[config.mk]
export PLATFORM = sky130hd
export DESIGN_NAME = pic_inta_sequencer
export DESIGN_NICKNAME = d
export VERILOG_FILES = /design/src/rtl/pic_inta_sequencer.sv
export SDC_FILE = /design/constraint.sdc
export NUM_CORES = 1
export LEC_CHECK = 0
export BUFFER_PORTS_ARGS = -buffer_cell sky130_fd_sc_hd__buf_2
export CAP_MARGIN = 0
export CORE_MARGIN = 4
export CORE_UTILIZATION = 40
export DETAILED_ROUTE_END_ITERATION = 10
export SLEW_MARGIN = 30
export SYNTH_ARGS = -nofsm -noshare
export SYNTH_HDL_FRONTEND = slang
export SYNTH_SLANG_ARGS = --single-unit
[constraint.sdc]
create_clock -name clock -period 2.1 [get_ports clock]
set_input_delay 0.21 -clock clock [delete_from_list [all_inputs] [get_ports clock]]
set_output_delay 0.21 -clock clock [all_outputs]
set_load 0.005 [all_outputs]
[src/rtl/pic_inta_sequencer.sv]
// rtl/pic_inta_sequencer.sv - CPU-side INTA# pulse train generator and vector capture for an 8259A
module pic_inta_sequencer #(
    parameter int         INTA_LOW_CYCLES = 2,
    parameter int         INTA_GAP_CYCLES = 2,
    parameter logic [7:0] CALL_OPCODE     = 8'hCD
) (
    input  logic        clock,
    input  logic        reset,
    input  logic        interrupt_enable,
    input  logic        interrupt_to_cpu,
    input  logic        u8086_or_mcs80,
    input  logic [7:0]  data_bus_in,
    output logic        interrupt_acknowledge_n,
    output logic        vector_valid,
    input  logic        vector_accept,
    output logic [7:0]  vector_8086,
    output logic [15:0] call_address,
    output logic        opcode_error,
    output logic        busy
);

    localparam int MAX_CYCLES = (INTA_LOW_CYCLES > INTA_GAP_CYCLES) ? INTA_LOW_CYCLES : INTA_GAP_CYCLES;
    localparam int CW = (MAX_CYCLES > 1) ? $clog2(MAX_CYCLES) : 1;
    localparam logic [CW-1:0] LOW_LAST = CW'(INTA_LOW_CYCLES - 1);
    localparam logic [CW-1:0] GAP_LAST = CW'(INTA_GAP_CYCLES - 1);

    typedef enum logic [1:0] {
        IDLE = 2'd0,
        LOW  = 2'd1,
        GAP  = 2'd2,
        HOLD = 2'd3
    } state_t;

    state_t          state_q, state_d;
    logic [CW-1:0]   cycle_q, cycle_d;
    logic [1:0]      pulse_q, pulse_d;
    logic            mode_q, mode_d;
    logic            capture;
    logic            last_pulse;
    logic            inta_n_q;
    logic [7:0]      byte1_q, byte2_q;
    logic [7:0]      vector_q;
    logic [15:0]     call_q;
    logic            error_q;

    // mode_q = 1 selects the two-pulse 8086 sequence
    assign last_pulse = mode_q ? (pulse_q == 2'd2) : (pulse_q == 2'd3);

    always_comb begin
        state_d = state_q;
        cycle_d = cycle_q;
        pulse_d = pulse_q;
        mode_d  = mode_q;
        capture = 1'b0;
        case (state_q)
            IDLE: begin
                if (interrupt_enable && interrupt_to_cpu) begin
                    mode_d  = u8086_or_mcs80;
                    pulse_d = 2'd1;
                    cycle_d = '0;
                    state_d = LOW;
                end
            end
            LOW: begin
                if (cycle_q == LOW_LAST) begin
                    capture = 1'b1;
                    cycle_d = '0;
                    state_d = last_pulse ? HOLD : GAP;
                end else begin
                    cycle_d = cycle_q + 1'b1;
                end
            end
            GAP: begin
                if (cycle_q == GAP_LAST) begin
                    cycle_d = '0;
                    pulse_d = pulse_q + 2'd1;
                    state_d = LOW;
                end else begin
                    cycle_d = cycle_q + 1'b1;
                end
            end
            HOLD: begin
                if (vector_accept) begin
                    state_d = IDLE;
                end
            end
            default: state_d = IDLE;
        endcase
    end

    always_ff @(posedge clock) begin
        if (reset) begin
            state_q  <= IDLE;
            cycle_q  <= '0;
            pulse_q  <= '0;
            mode_q   <= 1'b0;
            inta_n_q <= 1'b1;
            byte1_q  <= '0;
            byte2_q  <= '0;
            vector_q <= '0;
            call_q   <= '0;
            error_q  <= 1'b0;
        end else begin
            state_q  <= state_d;
            cycle_q  <= cycle_d;
            pulse_q  <= pulse_d;
            mode_q   <= mode_d;
            // INTA# comes straight from a flop so the PIC never sees a glitch
            inta_n_q <= (state_d != LOW);
            if (capture) begin
                if (pulse_q == 2'd1) begin
                    byte1_q <= data_bus_in;
                end
                if (pulse_q == 2'd2) begin
                    byte2_q <= data_bus_in;
                end
                if (last_pulse) begin
                    if (mode_q) begin
                        vector_q <= data_bus_in;
                        call_q   <= '0;
                        error_q  <= 1'b0;
                    end else begin
                        vector_q <= '0;
                        call_q   <= {data_bus_in, byte2_q};
                        error_q  <= (byte1_q != CALL_OPCODE);
                    end
                end
            end
        end
    end

    assign interrupt_acknowledge_n = inta_n_q;
    assign vector_valid            = (state_q == HOLD);
    assign busy                    = (state_q != IDLE);
    assign vector_8086             = vector_q;
    assign call_address            = call_q;
    assign opcode_error            = error_q;

endmodule

==> tab_implementation.tex <==
\begin{tabular}{lr}
\hline
Metric & Value \\
\hline
\multicolumn{2}{l}{\textbf{Logic synthesis}} \\
\quad Number of synthesized register bits & 48 \\
\quad Area contributors post-synth & sky130\_fd\_sc\_hd\_\_dfxtp\_1 49\%, sky130\_fd\_sc\_hd\_\_nand2\_1 7.6\%, sky130\_fd\_sc\_hd\_\_a21oi\_1 6.8\%, sky130\_fd\_sc\_hd\_\_nand3b\_1 6.1\%, sky130\_fd\_sc\_hd\_\_ha\_1 5.1\% \\
\quad Distinct cell type count after synthesis & 33 \\
\quad Mapped Nets & between 200 and 250 \\
\quad EDFF count, synth & 0 \\
\quad Cell area after synthesis & about 0.0020 mm² \\
\quad Biggest area consumer among synthesized cells & sky130\_fd\_sc\_hd\_\_dfxtp\_1 \\
\quad Async set-or-reset flop fraction in the synthesized netlist & 0\% \\
\quad Commonest register cell after synthesis & sky130\_fd\_sc\_hd\_\_dfxtp\_1 \\
\quad Share of the yosys chip area belonging to registers & approximately 50\% \\
\quad Number of warnings reported in the yosys synthesis log & 0 \\
\quad Yosys top cell area share & approximately half \\
\quad Synthesized instance count & 224 \\
\quad Mean Syn Cell Area & 8.81 µm² \\
\multicolumn{2}{l}{\textbf{Critical path}} \\
\quad Maximum fanout along the worst path & 5 \\
\quad Critical path buffer and inverter count & 1 \\
\quad Critical path endpoint category & register \\
\quad Launch point of the worst reg-to-reg path & state\_q[0] \\
\quad Critical path type & register to register \\
\quad Reg2Reg Depth & 5 \\
\quad Logic depth of the worst setup path including buffers & 5 \\
\quad Terminus of the critical flop-to-flop path & cycle\_q \\
\quad Top delay family on crit path & simple AND/OR/NAND/NOR gates \\
\quad Reg2Reg Setup Slack & 340 ps \\
\quad Max incr delay on CP & 620 ps \\
\quad Chain of cells forming the critical path & inv\_1 > ha\_1 > a21boi\_0 > or4b\_2 > a21oi\_1 \\
\quad Arrival time worst endpoint & between 1500 and 2000 ps \\
\quad Crit start category & register \\
\quad Critical path required time & 2330 ps \\
\quad Cell with the biggest individual delay on the critical path & sky130\_fd\_sc\_hd\_\_or4b\_2 \\
\multicolumn{2}{l}{\textbf{Clocking}} \\
\quad Hold-fix buffers, CTS & 0 \\
\quad Cells resized by post-CTS repair & 0 \\
\quad Max Root-Sink Buffers & 2 \\
\quad \# clock sinks & 48 \\
\quad Post CTS Setup Buffer Count & 0 \\
\quad Clock slew seen by the registers of the worst setup and hold paths & around 80 ps \\
\quad Maximum level of the CTS H-tree & 2 \\
\quad TritonCTS clock tree & built \\
\quad Number of buffers inserted during clock tree synthesis & 5 \\
\quad CTS Root Buffer Type & sky130\_fd\_sc\_hd\_\_clkbuf\_8 \\
\quad Worst-skew pair later-pin latency & 300 ps \\
\multicolumn{2}{l}{\textbf{Power and ir drop}} \\
\quad Leakage power total & about 0.98 nW \\
\quad Sequential share of power & 57.5\% \\
\quad Clk network pwr share & 35.4\% \\
\quad Proportion of power drawn by combinational gates & between 7 and 8\% \\
\quad Pwr per Cell Area & 696 mW/mm² \\
\quad Peak VDD IR & between 300 and 400 µV \\
\quad Sw Ratio & a little under a quarter \\
\quad Switching power of the nets & approximately 390 µW \\
\quad Cell Int Power & around 1.2 mW \\
\multicolumn{2}{l}{\textbf{Placement}} \\
\quad Detailed placement HPWL & 3110 µm \\
\quad Placed insts & 323 \\
\quad Final GP Congestion & roughly 0.73 \\
\quad Port bufs & between 40 and 50 \\
\quad Cell Area, Placed & 0.00224 mm² \\
\multicolumn{2}{l}{\textbf{Route}} \\
\quad Post-detailed-routing wire length & about 4400 µm \\
\quad Count of antenna-violating nets left after detailed routing & 0 \\
\quad Router iterations before antenna repair & 3 \\
\quad Average wire length per cell after detail routing & 13.2 µm \\
\quad Via count normalized by instance count & roughly 4.8 \\
\quad Total DRC errors in the routed layout & 0 \\
\quad 1st-iter DRT viols & between 80 and 90 \\
\quad Total vias in the final route & about 1600 \\
\multicolumn{2}{l}{\textbf{Timing}} \\
\quad Min cycle time layout & roughly 1800 ps \\
\quad Number of endpoints failing setup at the final stage & 0 \\
\quad Worst Skew & about 7.7 ps \\
\quad Part of the cycle the worst path needs & 83.7\% \\
\quad Sum of negative setup slack & 0 ps \\
\quad Worst slew slack as a fraction of its limit & about two thirds \\
\quad Hold slack & between 100 and 150 ps \\
\quad Achievable clock frequency & 0.569 GHz \\
\quad Actual transition at the worst max-transition pin & around 520 ps \\
\quad RSZ-0062 raised after global routing & false \\
\quad Number of hold violations in the final report & 0 \\
\quad Number of pins with negative max-slew slack in the final report & 0 \\
\multicolumn{2}{l}{\textbf{Global routing}} \\
\quad Overall track demand over capacity in global routing & 15.2\% \\
\quad Peak-usage layer in the global routing report & met2 \\
\quad First-pass GRT wire length & $\sim$7300 µm \\
\quad GR Util met1 & roughly a fifth \\
\quad GRT met2 Usage & about a quarter \\
\quad Largest net degree at the start of global routing & 30 \\
\quad Global-route met3 utilization & under 10\% \\
\quad Number of global-route vias before repair & $\sim$1500 \\
\quad GRT overflow & 0 \\
\quad Antenna violations before repair & 0 \\
\multicolumn{2}{l}{\textbf{Die}} \\
\quad Die Ht & between 70 and 80 µm \\
\quad Effective utilization at floorplan & between 40\% and 50\% \\
\quad Die area & around 0.006 mm² \\
\quad Number of rows in the core area & 25 \\
\quad Area of the core & between 0.004 and 0.005 mm² \\
\quad I/O pin total & 42 \\
\quad Die W & around 80 µm \\
\multicolumn{2}{l}{\textbf{Hold path}} \\
\quad Worst hold path endpoint & mode\_q \\
\quad Worst min path class & input pin to register \\
\quad Launch point of the worst hold path & u8086\_or\_mcs80 \\
\quad Hold depth & 3 \\
\multicolumn{2}{l}{\textbf{Cells and area}} \\
\quad Post-route standard cell area excluding fillers & between 0.002 and 0.0025 mm² \\
\quad Inserted Diodes & 0 \\
\quad Proportion of layout cells with a drive suffix above 1 & between 20\% and 30\% \\
\quad Most common cell after layout, fill and taps aside & sky130\_fd\_sc\_hd\_\_dfxtp\_1 \\
\quad Count of nets after finishing & around 290 \\
\quad Signed area change from the synthesized netlist to the final layout & 18.3\% \\
\quad Count of placed standard cells in the final layout, fillers left out & approximately 330 \\
\quad Most frequent cells in the layout & 48 x sky130\_fd\_sc\_hd\_\_dfxtp\_1, 41 x sky130\_fd\_sc\_hd\_\_buf\_2, 40 x sky130\_fd\_sc\_hd\_\_nand2\_1 \\
\multicolumn{2}{l}{\textbf{Status}} \\
\quad Run status & complete, no violations \\
\multicolumn{2}{l}{\textbf{Flow run}} \\
\quad MaxCap Viol Count & 0 \\
\hline
\end{tabular}
-- stage by stage --
step | total power [mW] | util, % | worst slack [ps]
finish | 1.63 | 49.1 | 343
global route | 1.70 | 49.1 | 170
CTS | 1.65 | 49.1 | 327
detailed placement | 1.07 | 47.1 | 346
global placement | 1.07 | 47.1 | 360
floorplan | 1.02 | - | 453
-- Yosys cell counts (all sizes together), types with 2 or more instances --
master,count
nor2,20
clkbuf,6
buf,8
nand3b,16
a21oi,27
nand3,4
mux2i,10
a22oi,8
inv,5
o21ai,5
nor2b,2
nand2,41
dfxtp,48
ha,8
-- sequential cells by signal (all words and copies together) (netlist names), 2 cells and up --
signal,flops
vector_8086,8
state_q,2
byte2_q,8
byte1_q,8
call_address,16
pulse_q,2
-- power by group through the flow --
| stage | Clock, mW | Combinational (mW) | Sequential (mW) |
|---|---|---|---|
| floorplan | 0 | 0.0723 | 0.951 |
| global placement | 0 | 0.116 | 0.956 |
| detailed placement | 0 | 0.116 | 0.956 |
| CTS | 0.599 | 0.117 | 0.935 |
| global route | 0.634 | 0.128 | 0.937 |
| finish | 0.576 | 0.115 | 0.934 |
-- routing by layer --
metal / wire length [µm] / part of all wire, % / vias to the layer above
met5: 0 / 0 / -
met4: 64 / 1.5 / 0
met3: 172 / 3.9 / 9
met2: 1980 / 45 / 25
met1: 2170 / 49 / 730
li1: - / - / 840
-- final cells by class --
type,instances,area [µm²]
clock buffer,6,82.6
clock inverter,2,13.8
fill,506,2420
inverter,5,18.8
multi-input combinational,157,933
sequential,48,961
tap,67,83.8
timing repair buffer,46,243
-- tightest hold or removal path, stage by stage --
cell	delay (ps)
sky130_fd_sc_hd__buf_2	70
sky130_fd_sc_hd__mux2i_1	50
sky130_fd_sc_hd__nor2_1	70
-- worst max-delay path by stage --
| stage | start | end | slack [ps] |
|---|---|---|---|
| 3_3_place_gp | state_q[0] | cycle_q | 360 |
| 3_5_place_dp | state_q[0] | cycle_q | 350 |
| 4_1_cts | state_q[0] | cycle_q | 330 |
| 2_1_floorplan | state_q[1] | vector_8086[0] | 450 |
| 5_1_grt | state_q[1] | vector_8086[2] | 170 |
| 6_report | state_q[0] | cycle_q | 340 |
-- kinds of logic after synthesis --
kind of cell    after synthesis  share of synthesized area (%)
mux                          10                           5.07
simple gates                 91                           22.5
fa+ha+maj                     8                           5.07
flops                        48                           48.7
buf+inv                      19                           4.06
compound gates               48                           14.6
Power figures use the tool's default switching activity.
